<file path="src/rtl/elevator_request_scheduler_if.sv">
// Bus between the elevator request scheduler and its environment:
// call buttons, the one-second timer, the floor FSM and status readers.
interface elevator_request_scheduler_if #(
  parameter int N_FLOORS = 4
);
  logic                tick;
  logic [N_FLOORS-1:0] call_req;
  logic [N_FLOORS-1:0] present_floor;
  logic [N_FLOORS-1:0] target_floor;
  logic                door_open;
  logic                dir_up;
  logic                dir_down;
  logic [N_FLOORS-1:0] pending;
  logic                busy;

  modport master (
    output tick, call_req, present_floor,
    input  target_floor, door_open, dir_up, dir_down, pending, busy
  );

  modport slave (
    input  tick, call_req, present_floor,
    output target_floor, door_open, dir_up, dir_down, pending, busy
  );
endinterface

</file>
<file path="src/rtl/elevator_request_scheduler.sv">
// SCAN-ordered elevator request scheduler: latches floor calls into a
// pending bitmap, picks a one-hot target floor for the floor FSM and
// times the door dwell in one-second ticks.
module elevator_request_scheduler #(
  parameter int N_FLOORS    = 4,
  parameter int DWELL_TICKS = 3
) (
  input  logic clk,
  input  logic reset,
  elevator_request_scheduler_if.slave bus
);

  localparam int DW = $clog2(DWELL_TICKS + 1);

  typedef logic [N_FLOORS-1:0] floor_t;
  typedef enum logic [1:0] {IDLE, MOVE_UP, MOVE_DOWN, DOOR_OPEN} state_t;

  state_t          state, state_next;
  floor_t          pending, pending_next;
  floor_t          target, target_next;
  logic [DW-1:0]   dwell, dwell_next;
  logic            last_up, last_up_next;
  logic            door_open_r, dir_up_r, dir_down_r;

  floor_t          pos;
  logic            pos_valid;
  floor_t          above, below, here;
  floor_t          up_pick, down_pick;
  floor_t          req, clr;

  // Isolates the lowest set bit (nearest floor above the car).
  function automatic floor_t lowest_bit(input floor_t v);
    floor_t neg;
    neg = ~v + floor_t'(1);
    return v & neg;
  endfunction

  // Isolates the highest set bit (nearest floor below the car).
  function automatic floor_t highest_bit(input floor_t v);
    floor_t r;
    r = '0;
    for (int i = 0; i < N_FLOORS; i++)
      if (v[i]) r = floor_t'(1) << i;
    return r;
  endfunction

  function automatic logic is_onehot(input floor_t v);
    return (v != '0) && ((v & (v - floor_t'(1))) == '0);
  endfunction

  // Split the pending calls around the car position reported by the floor FSM.
  always_comb begin
    floor_t pos_shl;
    pos       = bus.present_floor;
    pos_valid = is_onehot(pos);
    pos_shl   = pos << 1;
    above     = pending & ~(pos_shl - floor_t'(1));
    below     = pending & (pos - floor_t'(1));
    here      = pending & pos;
    up_pick   = lowest_bit(above);
    down_pick = highest_bit(below);
  end

  // Next-state, target, dwell and pending-bitmap decisions.
  always_comb begin
    state_next   = state;
    target_next  = target;
    dwell_next   = dwell;
    last_up_next = last_up;
    req          = bus.call_req;
    clr          = '0;

    // An invalid car position freezes every decision; calls are still latched.
    if (pos_valid) begin
      if (state == DOOR_OPEN) req = bus.call_req & ~pos;

      case (state)
        IDLE: begin
          if (here != '0) begin
            state_next  = DOOR_OPEN;
            target_next = pos;
          end else if (above != '0) begin
            state_next  = MOVE_UP;
            target_next = up_pick;
          end else if (below != '0) begin
            state_next  = MOVE_DOWN;
            target_next = down_pick;
          end else begin
            target_next = pos;
          end
        end

        MOVE_UP: begin
          if (here != '0) begin
            state_next   = DOOR_OPEN;
            target_next  = pos;
            last_up_next = 1'b1;
          end else if (above != '0) begin
            target_next = up_pick;
          end else begin
            state_next  = IDLE;
            target_next = pos;
          end
        end

        MOVE_DOWN: begin
          if (here != '0) begin
            state_next   = DOOR_OPEN;
            target_next  = pos;
            last_up_next = 1'b0;
          end else if (below != '0) begin
            target_next = down_pick;
          end else begin
            state_next  = IDLE;
            target_next = pos;
          end
        end

        DOOR_OPEN: begin
          target_next = pos;
          // A fresh call at this floor keeps the door open for a full dwell.
          if ((bus.call_req & pos) != '0) begin
            dwell_next = '0;
          end else if (bus.tick) begin
            if (dwell == DW'(DWELL_TICKS - 1)) begin
              dwell_next = '0;
              if (last_up && (above != '0)) begin
                state_next  = MOVE_UP;
                target_next = up_pick;
              end else if (below != '0) begin
                state_next  = MOVE_DOWN;
                target_next = down_pick;
              end else if (above != '0) begin
                state_next  = MOVE_UP;
                target_next = up_pick;
              end else begin
                state_next = IDLE;
              end
            end else begin
              dwell_next = dwell + DW'(1);
            end
          end
        end

        default: state_next = IDLE;
      endcase

      // Arrival serves the call at this floor.
      if ((state_next == DOOR_OPEN) && (state != DOOR_OPEN)) clr = pos;
    end

    pending_next = (pending | req) & ~clr;
  end

  // State and registered outputs.
  always_ff @(posedge clk) begin
    if (reset) begin
      state       <= IDLE;
      pending     <= '0;
      target      <= floor_t'(1);
      dwell       <= '0;
      last_up     <= 1'b1;
      door_open_r <= 1'b0;
      dir_up_r    <= 1'b0;
      dir_down_r  <= 1'b0;
    end else begin
      state       <= state_next;
      pending     <= pending_next;
      target      <= target_next;
      dwell       <= dwell_next;
      last_up     <= last_up_next;
      door_open_r <= (state_next == DOOR_OPEN);
      dir_up_r    <= (state_next == MOVE_UP);
      dir_down_r  <= (state_next == MOVE_DOWN);
    end
  end

  assign bus.target_floor = target;
  assign bus.pending      = pending;
  assign bus.door_open    = door_open_r;
  assign bus.dir_up       = dir_up_r;
  assign bus.dir_down     = dir_down_r;
  assign bus.busy         = (state != IDLE) | (|pending);

endmodule

</file>
<file path="src/flat_wrapper.sv">
// flat-port wrapper written by rule: the top's interface ports become plain ports
module elevator_request_scheduler_flat 
#(
  parameter int N_FLOORS    = 4,
  parameter int DWELL_TICKS = 3
)
  (clk, reset, bus_tick, bus_call_req, bus_present_floor, bus_target_floor, bus_door_open, bus_dir_up, bus_dir_down, bus_pending, bus_busy);
  elevator_request_scheduler_if #(.N_FLOORS(N_FLOORS)) bus_i ();
  input  logic clk;
  input  logic reset;
  input wire logic [$bits(bus_i.tick)-1:0] bus_tick;
  input wire logic [$bits(bus_i.call_req)-1:0] bus_call_req;
  input wire logic [$bits(bus_i.present_floor)-1:0] bus_present_floor;
  output wire logic [$bits(bus_i.target_floor)-1:0] bus_target_floor;
  output wire logic [$bits(bus_i.door_open)-1:0] bus_door_open;
  output wire logic [$bits(bus_i.dir_up)-1:0] bus_dir_up;
  output wire logic [$bits(bus_i.dir_down)-1:0] bus_dir_down;
  output wire logic [$bits(bus_i.pending)-1:0] bus_pending;
  output wire logic [$bits(bus_i.busy)-1:0] bus_busy;
  assign bus_i.tick = bus_tick;
  assign bus_i.call_req = bus_call_req;
  assign bus_i.present_floor = bus_present_floor;
  assign bus_target_floor = bus_i.target_floor;
  assign bus_door_open = bus_i.door_open;
  assign bus_dir_up = bus_i.dir_up;
  assign bus_dir_down = bus_i.dir_down;
  assign bus_pending = bus_i.pending;
  assign bus_busy = bus_i.busy;
  elevator_request_scheduler #(.N_FLOORS(N_FLOORS), .DWELL_TICKS(DWELL_TICKS)) u_core (.clk(clk), .reset(reset), .bus(bus_i));
endmodule
</file>
<file path="config.mk">
export PLATFORM = sky130hd
export DESIGN_NAME = elevator_request_scheduler_flat
export DESIGN_NICKNAME = d
export VERILOG_FILES = /design/src/rtl/elevator_request_scheduler_if.sv /design/src/rtl/elevator_request_scheduler.sv /design/src/flat_wrapper.sv
export SDC_FILE = /design/constraint.sdc
export NUM_CORES = 1
export LEC_CHECK = 0
export CORE_UTILIZATION = 40
export CTS_CLUSTER_DIAMETER = 60
export DETAILED_ROUTE_END_ITERATION = 8
export PLACE_DENSITY = 0.7
export REMOVE_ABC_BUFFERS = 1
export SLEW_MARGIN = 30
export SYNTH_ARGS = -nofsm -noshare
export SYNTH_HDL_FRONTEND = slang
export SYNTH_SLANG_ARGS = --single-unit
</file>
<file path="constraint.sdc">
create_clock -name clk -period 5.8 [get_ports clk]
set_input_delay 1.16 -clock clk [delete_from_list [all_inputs] [get_ports clk]]
set_output_delay 1.16 -clock clk [all_outputs]
set_load 0.03 [all_outputs]
</file>
After elaboration in Yosys (flattened, before gate mapping)
Cells that the tools add are included.
- add/sub/neg operators: 4
- equality and inequality tests: 11
- multiplexer cells: 42
- bitwise logic cells: 14
- reduce and logical (&&, ||, !) cells: 16
- operators by type and width (operator ; count):
    $mux W4 ; 18
    $mux W2 ; 17
    $and A4 B4 Y4 ; 8
    $reduce_bool A4 Y1 ; 5
    $not A4 Y4 ; 4
    $pmux W4 S4 ; 1
    $eq A2 B2 Y1 const B ; 6
    $pmux W2 S4 ; 1
    $sub A4 B1 Y4 const B ; 2
    $reduce_bool A2 Y1 ; 3
    $add A4 B1 Y4 const B ; 1
    $eq A2 B1 Y1 const B ; 2
    $logic_not A4 Y1 ; 1
    $mux W1 ; 4
    $ne A2 B1 Y1 const B ; 2
    $or A4 B4 Y4 ; 1
    $reduce_and A4 Y1 ; 1
    $reduce_or A4 Y1 ; 1
    $logic_and A1 B1 Y1 ; 3
    $reduce_and A3 Y1 ; 1
    $add A2 B1 Y2 const B ; 1
    $logic_not A2 Y1 ; 1
    $ne A2 B2 Y1 const B ; 1
    $pmux W1 S2 ; 1
    $or A1 B1 Y1 ; 1
- flip-flop bits (word level): 16
- bits of input ports: 11
- output and inout port bits: 12
- logic and storage cells: 95

Logic depth before layout (Yosys ltp)
- depth after elaboration: 18
- depth in mapped cells: 12
- depth with buffers taken out: 10

Least setup slack after synthesis
Ideal clock, no wire load.
- path kind: in2reg
- start: in bus_present_floor[2]
- end: reg u_core.dir_down_r (netlist: u_core.bus.dir_down)
- setup time: 0.131 ns
- data arrival time: 3.395 ns
- required time: 5.669 ns
- path slack: 2.274 ns
- stages on the path: 9
- path buffers: 1
- cell sequence: clkbuf_1 -> or3_1 -> ha_1 -> nor2b_1 -> nor4_4 -> o211a_1 -> nor3_1 -> or3_2 -> nor3b_1
- longest elaborated chain between the ends: 14
- elaborated cells on any way between the ends: 33
- ends and longest elaborated chain (element ; line ; text):
    start, declared ; flat_wrapper.sv:13 ; input wire logic [$bits(bus_i.present_floor)-1:0] bus_present_floor;
    $sub A4 B1 Y4 ; elevator_request_scheduler.sv:57 ; above = pending & ~(pos_shl - floor_t'(1));
    $not A4 Y4 ; elevator_request_scheduler.sv:57 ;
    $and A4 B4 Y4 ; elevator_request_scheduler.sv:57 ;
    $reduce_bool A4 Y1 ; n/a ;
    $mux W1 ; elevator_request_scheduler.sv:133 ; end else if (above != '0) begin
    $mux W2 ; elevator_request_scheduler.sv:130 ; end else if (below != '0) begin
    $mux W2 ; elevator_request_scheduler.sv:127 ; if (last_up && (above != '0)) begin
    $mux W2 ; elevator_request_scheduler.sv:125 ; if (dwell == DW'(DWELL_TICKS - 1)) begin
    $mux W2 ; elevator_request_scheduler.sv:124 ; end else if (bus.tick) begin
    $mux W2 ; elevator_request_scheduler.sv:122 ; if ((bus.call_req & pos) != '0) begin
    $pmux W2 S4 ; elevator_request_scheduler.sv:77 ; case (state)
    $mux W2 ; elevator_request_scheduler.sv:74 ; if (pos_valid) begin
    $mux W2 * ; elevator_request_scheduler.sv:74 ;
    $eq A2 B2 Y1 * ; elevator_request_scheduler.sv:174 ; dir_down_r <= (state_next == MOVE_DOWN);
    end signal, assigned ; elevator_request_scheduler.sv:174 ;
    end, declared ; elevator_request_scheduler.sv:23 ; logic door_open_r, dir_up_r, dir_down_r;
Mark *: on every way between the ends. The rest lies on a longest branch, timed or not. The select of a mux whose other input is x is not followed.
A chain may end at the register's enable or synchronous reset.

Final worst setup path
- start: in bus_present_floor[1]
- end: reg u_core.dir_down_r (netlist: u_core.bus.dir_down)
The elaborated chain is that of the path after synthesis.

==> flow_metrics.env <==
export IMPL_status="finished, final reports clean"
export IMPL_yosysSeqAreaShare_pct=20.7
export IMPL_nets=247
export IMPL_finalClockSkew_ns=0.00197
export IMPL_root_buffer="clkbuf_8"
export IMPL_cp_max_fo=11
export IMPL_io_pins=23
export IMPL_wl_per_cell_microns=16.2
export IMPL_hold_depth=2
export IMPL_yosysTopAreaCellShare_pct=20.7
export IMPL_finalSetupViolCount=0
export IMPL_cp_slowest_cell="clkdlybuf4s50_1"
export IMPL_async_flop_share_pct=0
export IMPL_cpPeakStageDelay_ns=0.63
export IMPL_coreArea_sq_mm=0.00369
export IMPL_hp_class="reg -> reg"
export IMPL_reg2reg_from="u_core.state[1]"
export IMPL_rr_endpoint="u_core.bus.dir_down"
export IMPL_cts_buffers=3
export IMPL_postRouteAntennaNets=0
export IMPL_pre_cts_ws_ns=1.19
export IMPL_p_int_mw=0.257
export IMPL_drv_slew=0
export IMPL_syn2layout_area_growth_pct=18.7
export IMPL_syn_inst=212
export IMPL_cp_end_kind="flip-flop"
export IMPL_path_cells="clkdlybuf4s50_1, or3_1, ha_1, nor2b_1, nor4_4, o211a_1, nor3_1, or3_2, nor3b_1"
export IMPL_startpoint="bus_present_floor[1]"
export IMPL_row_count=22
export IMPL_synth_area_leaders="dfxtp_1 (21%), ha_1 (7.3%), a21oi_1 (5.8%), nand2_1 (5.8%), a22oi_1 (3.9%)"
export IMPL_ys_flop_type="dfxtp_1"
export IMPL_drt_wl_total_microns=4430
export IMPL_yosysTopAreaCell="dfxtp_1"
export IMPL_synth_edf_count=0
export IMPL_postLayoutCoreUtil_pct=49.8
export IMPL_path_clk_slew_ns=0.07
export IMPL_slew_headroom_pct=58.5
export IMPL_crit_cells=9
export IMPL_drt_iter0_drc=111
export IMPL_die_h_microns=64.2
export IMPL_yosysWarningCount=0
export IMPL_arrival_ns=4.28
export IMPL_clk_latency_ns=0.25
export IMPL_nFillCells=394
export IMPL_clk_path_buf_depth=2
export IMPL_ff2ff_path_depth=7
export IMPL_sw_frac_of_total_pct=39.8
export IMPL_tightest_slew_ns=0.620
export IMPL_post_route_drc_count=0
export IMPL_fmax_mhz=240
export IMPL_synth_area_sq_mm=0.00155
export IMPL_grt_pass1_vias=1574
export IMPL_r2r_slack_ns=3.36
export IMPL_avgSynthCellArea_sq_um=7.31
export IMPL_required_ns=5.91
export IMPL_power_mw=0.427
export IMPL_die_area_sq_mm=0.00413
export IMPL_grt_overflow=0
export IMPL_antenna_found_initial=0
export IMPL_portBuffers=22
export IMPL_htree_levels=1
export IMPL_dp_hpwl_microns=3280
export IMPL_p_per_area_mw_per_mm2=232
export IMPL_path_class="in -> reg"
export IMPL_setup_tns_ns=0
export IMPL_rsz0062_at_grt="no"
export IMPL_initial_core_util_pct=42.0
export IMPL_multi_input_area_sq_mm=0.00113
export IMPL_synth_seq_cells=16
export IMPL_hold_viol=0
export IMPL_critical_path_top_delay_family="simple AND/OR/NAND/NOR gates"
export IMPL_seqCellArea_sq_um=320
export IMPL_layout_drive_gt1_share_pct=6.64
export IMPL_maxCapViolations=0
export IMPL_grt_max_degree=18
export IMPL_vias=1706
export IMPL_fin_crit_ns=4.16
export IMPL_ctsResizeCount=0
export IMPL_drt_pass1_iter_count=5
export IMPL_clock_sinks=16
export IMPL_power_clock_fraction_pct=24.0
export IMPL_endpoint="u_core.bus.dir_down"
export IMPL_cts_tree="yes"
export IMPL_period_share_pct=71.8
export IMPL_die_width_microns=64.2
export IMPL_p_leak_nw=0.667
export IMPL_gp_congestion=0.926
export IMPL_p_seq_share_pct=31.3
export IMPL_gr_usage_all_layers_pct=22.9
export IMPL_cts_setup_buffers=0
export IMPL_grt_pass1_wl_microns=7470
export IMPL_setup_ws_ns=1.64
export IMPL_crit_path_start_kind="input port"
export IMPL_power_switching_mw=0.170
export IMPL_p_comb_share_pct=44.6
export IMPL_synth_distinct_cells=56
export IMPL_postCtsHoldBufs=0
export IMPL_diodes=0
export IMPL_crit_buf_inv=1
export IMPL_via_per_inst=6.23
export IMPL_ir_worst_vdd_uv=178
export IMPL_placed_area_sq_mm=0.00178
export IMPL_stdcell_area_sq_mm=0.00184
-- tightest hold or removal path: stages (launching register included) --
cell	delay, ns
dfxtp_1	0.33
a21oi_1	0.06
o21ai_0	0.06
-- power by group through the flow --
| stage | clock (mW) | combinational, mW | sequential, mW |
|---|---|---|---|
| after floorplan | 0 | 0.110 | 0.148 |
| after global placement | 0 | 0.187 | 0.136 |
| after detailed placement | 0 | 0.187 | 0.136 |
| after CTS | 0.103 | 0.187 | 0.133 |
| after global routing | 0.108 | 0.209 | 0.135 |
| final | 0.103 | 0.190 | 0.134 |
-- synthesized netlist by cell type (2+ instances only) --
master and instances:
o211ai_1 5, o31ai_1 2, o22ai_1 2, a31oi_1 2
nor3_1 5, dfxtp_1 16, nor3b_1 2, nor2b_1 4
or3_1 3, o21ai_0 11, nand2b_1 8, a21oi_1 18
inv_1 7, ha_1 9, buf_2 3, clkbuf_1 12
a22oi_1 8, nand3b_1 2, a222oi_1 3, nand3_1 10
nand2_1 24, nor2_1 11, a221oi_1 2, a211oi_1 6
nand4_1 2, nor4_1 5
-- cell families (layout without fill, tap and decap cells) --
group                    Yosys count  count (layout)  share of synthesized area (%)
flip-flops                        16              16                           20.7
AO/OA/AOI/OAI                     77              77                           34.8
AND/OR/NAND/NOR                   86              86                           30.3
adder cells (fa/ha/maj)            9               9                           7.27
multiplexers                       1               1                          0.646
buffers and inverters             23              37                           6.30
-- per-stage QoR --
step | std cells | hold slack [ns]
CTS | 273 | 0.481
global route | 274 | 0.570
floorplan | 196 | 0.511
global placement | 268 | 0.461
finish | 274 | 0.477
detailed placement | 269 | 0.463
-- sequential cells by signal (all words and copies together) (netlist names) --
| signal | flops |
|---|---|
| u_core.bus.dir_up | 1 |
| u_core.bus.pending | 4 |
| u_core.dwell | 2 |
| u_core.bus.target_floor | 4 |
| u_core.last_up | 1 |
| u_core.bus.door_open | 1 |
| u_core.state | 2 |
| u_core.bus.dir_down | 1 |
-- layout make-up --
type,count,share of cell area (%)
Multi-Input combinational cell,173,61.5
Sequential cell,16,17.4
Timing Repair Buffer,26,13.3
Tap cell,48,3.27
Clock buffer,4,3.00
Inverter,7,1.43
-- how the worst min path moves through the flow --
stage,from,end,slack (ns)
global route,u_core.bus.target_floor[0],u_core.bus.target_floor[0],0.57
global placement,u_core.bus.target_floor[0],u_core.bus.target_floor[0],0.46
detailed placement,u_core.bus.target_floor[0],u_core.bus.target_floor[0],0.46
finish,u_core.bus.target_floor[0],u_core.bus.target_floor[0],0.48
CTS,u_core.bus.target_floor[0],u_core.bus.target_floor[0],0.48
floorplan,u_core.dwell[1],u_core.dwell[1],0.51
-- cell usage in the layout (no fill, tap or decap), types with 6 or more instances in the layout --
cell type | netlist | final
a211oi_1 | 6 | 6
a21oi_1 | 18 | 18
a22oi_1 | 8 | 8
clkdlybuf4s50_1 | 0 | 22
dfxtp_1 | 16 | 16
ha_1 | 9 | 9
inv_1 | 7 | 7
nand2_1 | 24 | 24
nand2b_1 | 8 | 8
nand3_1 | 10 | 10
nor2_1 | 11 | 11
o21ai_0 | 11 | 11
-- per-layer routing --
metal	vias to the layer above	track usage, %	routed length [microns]	share of wire [%]
met2	94	37.0	2040	46
met5	-	0	0	0
met3	13	3.04	327	7.4
li1	837	-	-	-
met4	0	8.33	91	2.1
met1	762	31.0	1970	45
Power figures use the tool's default switching activity.
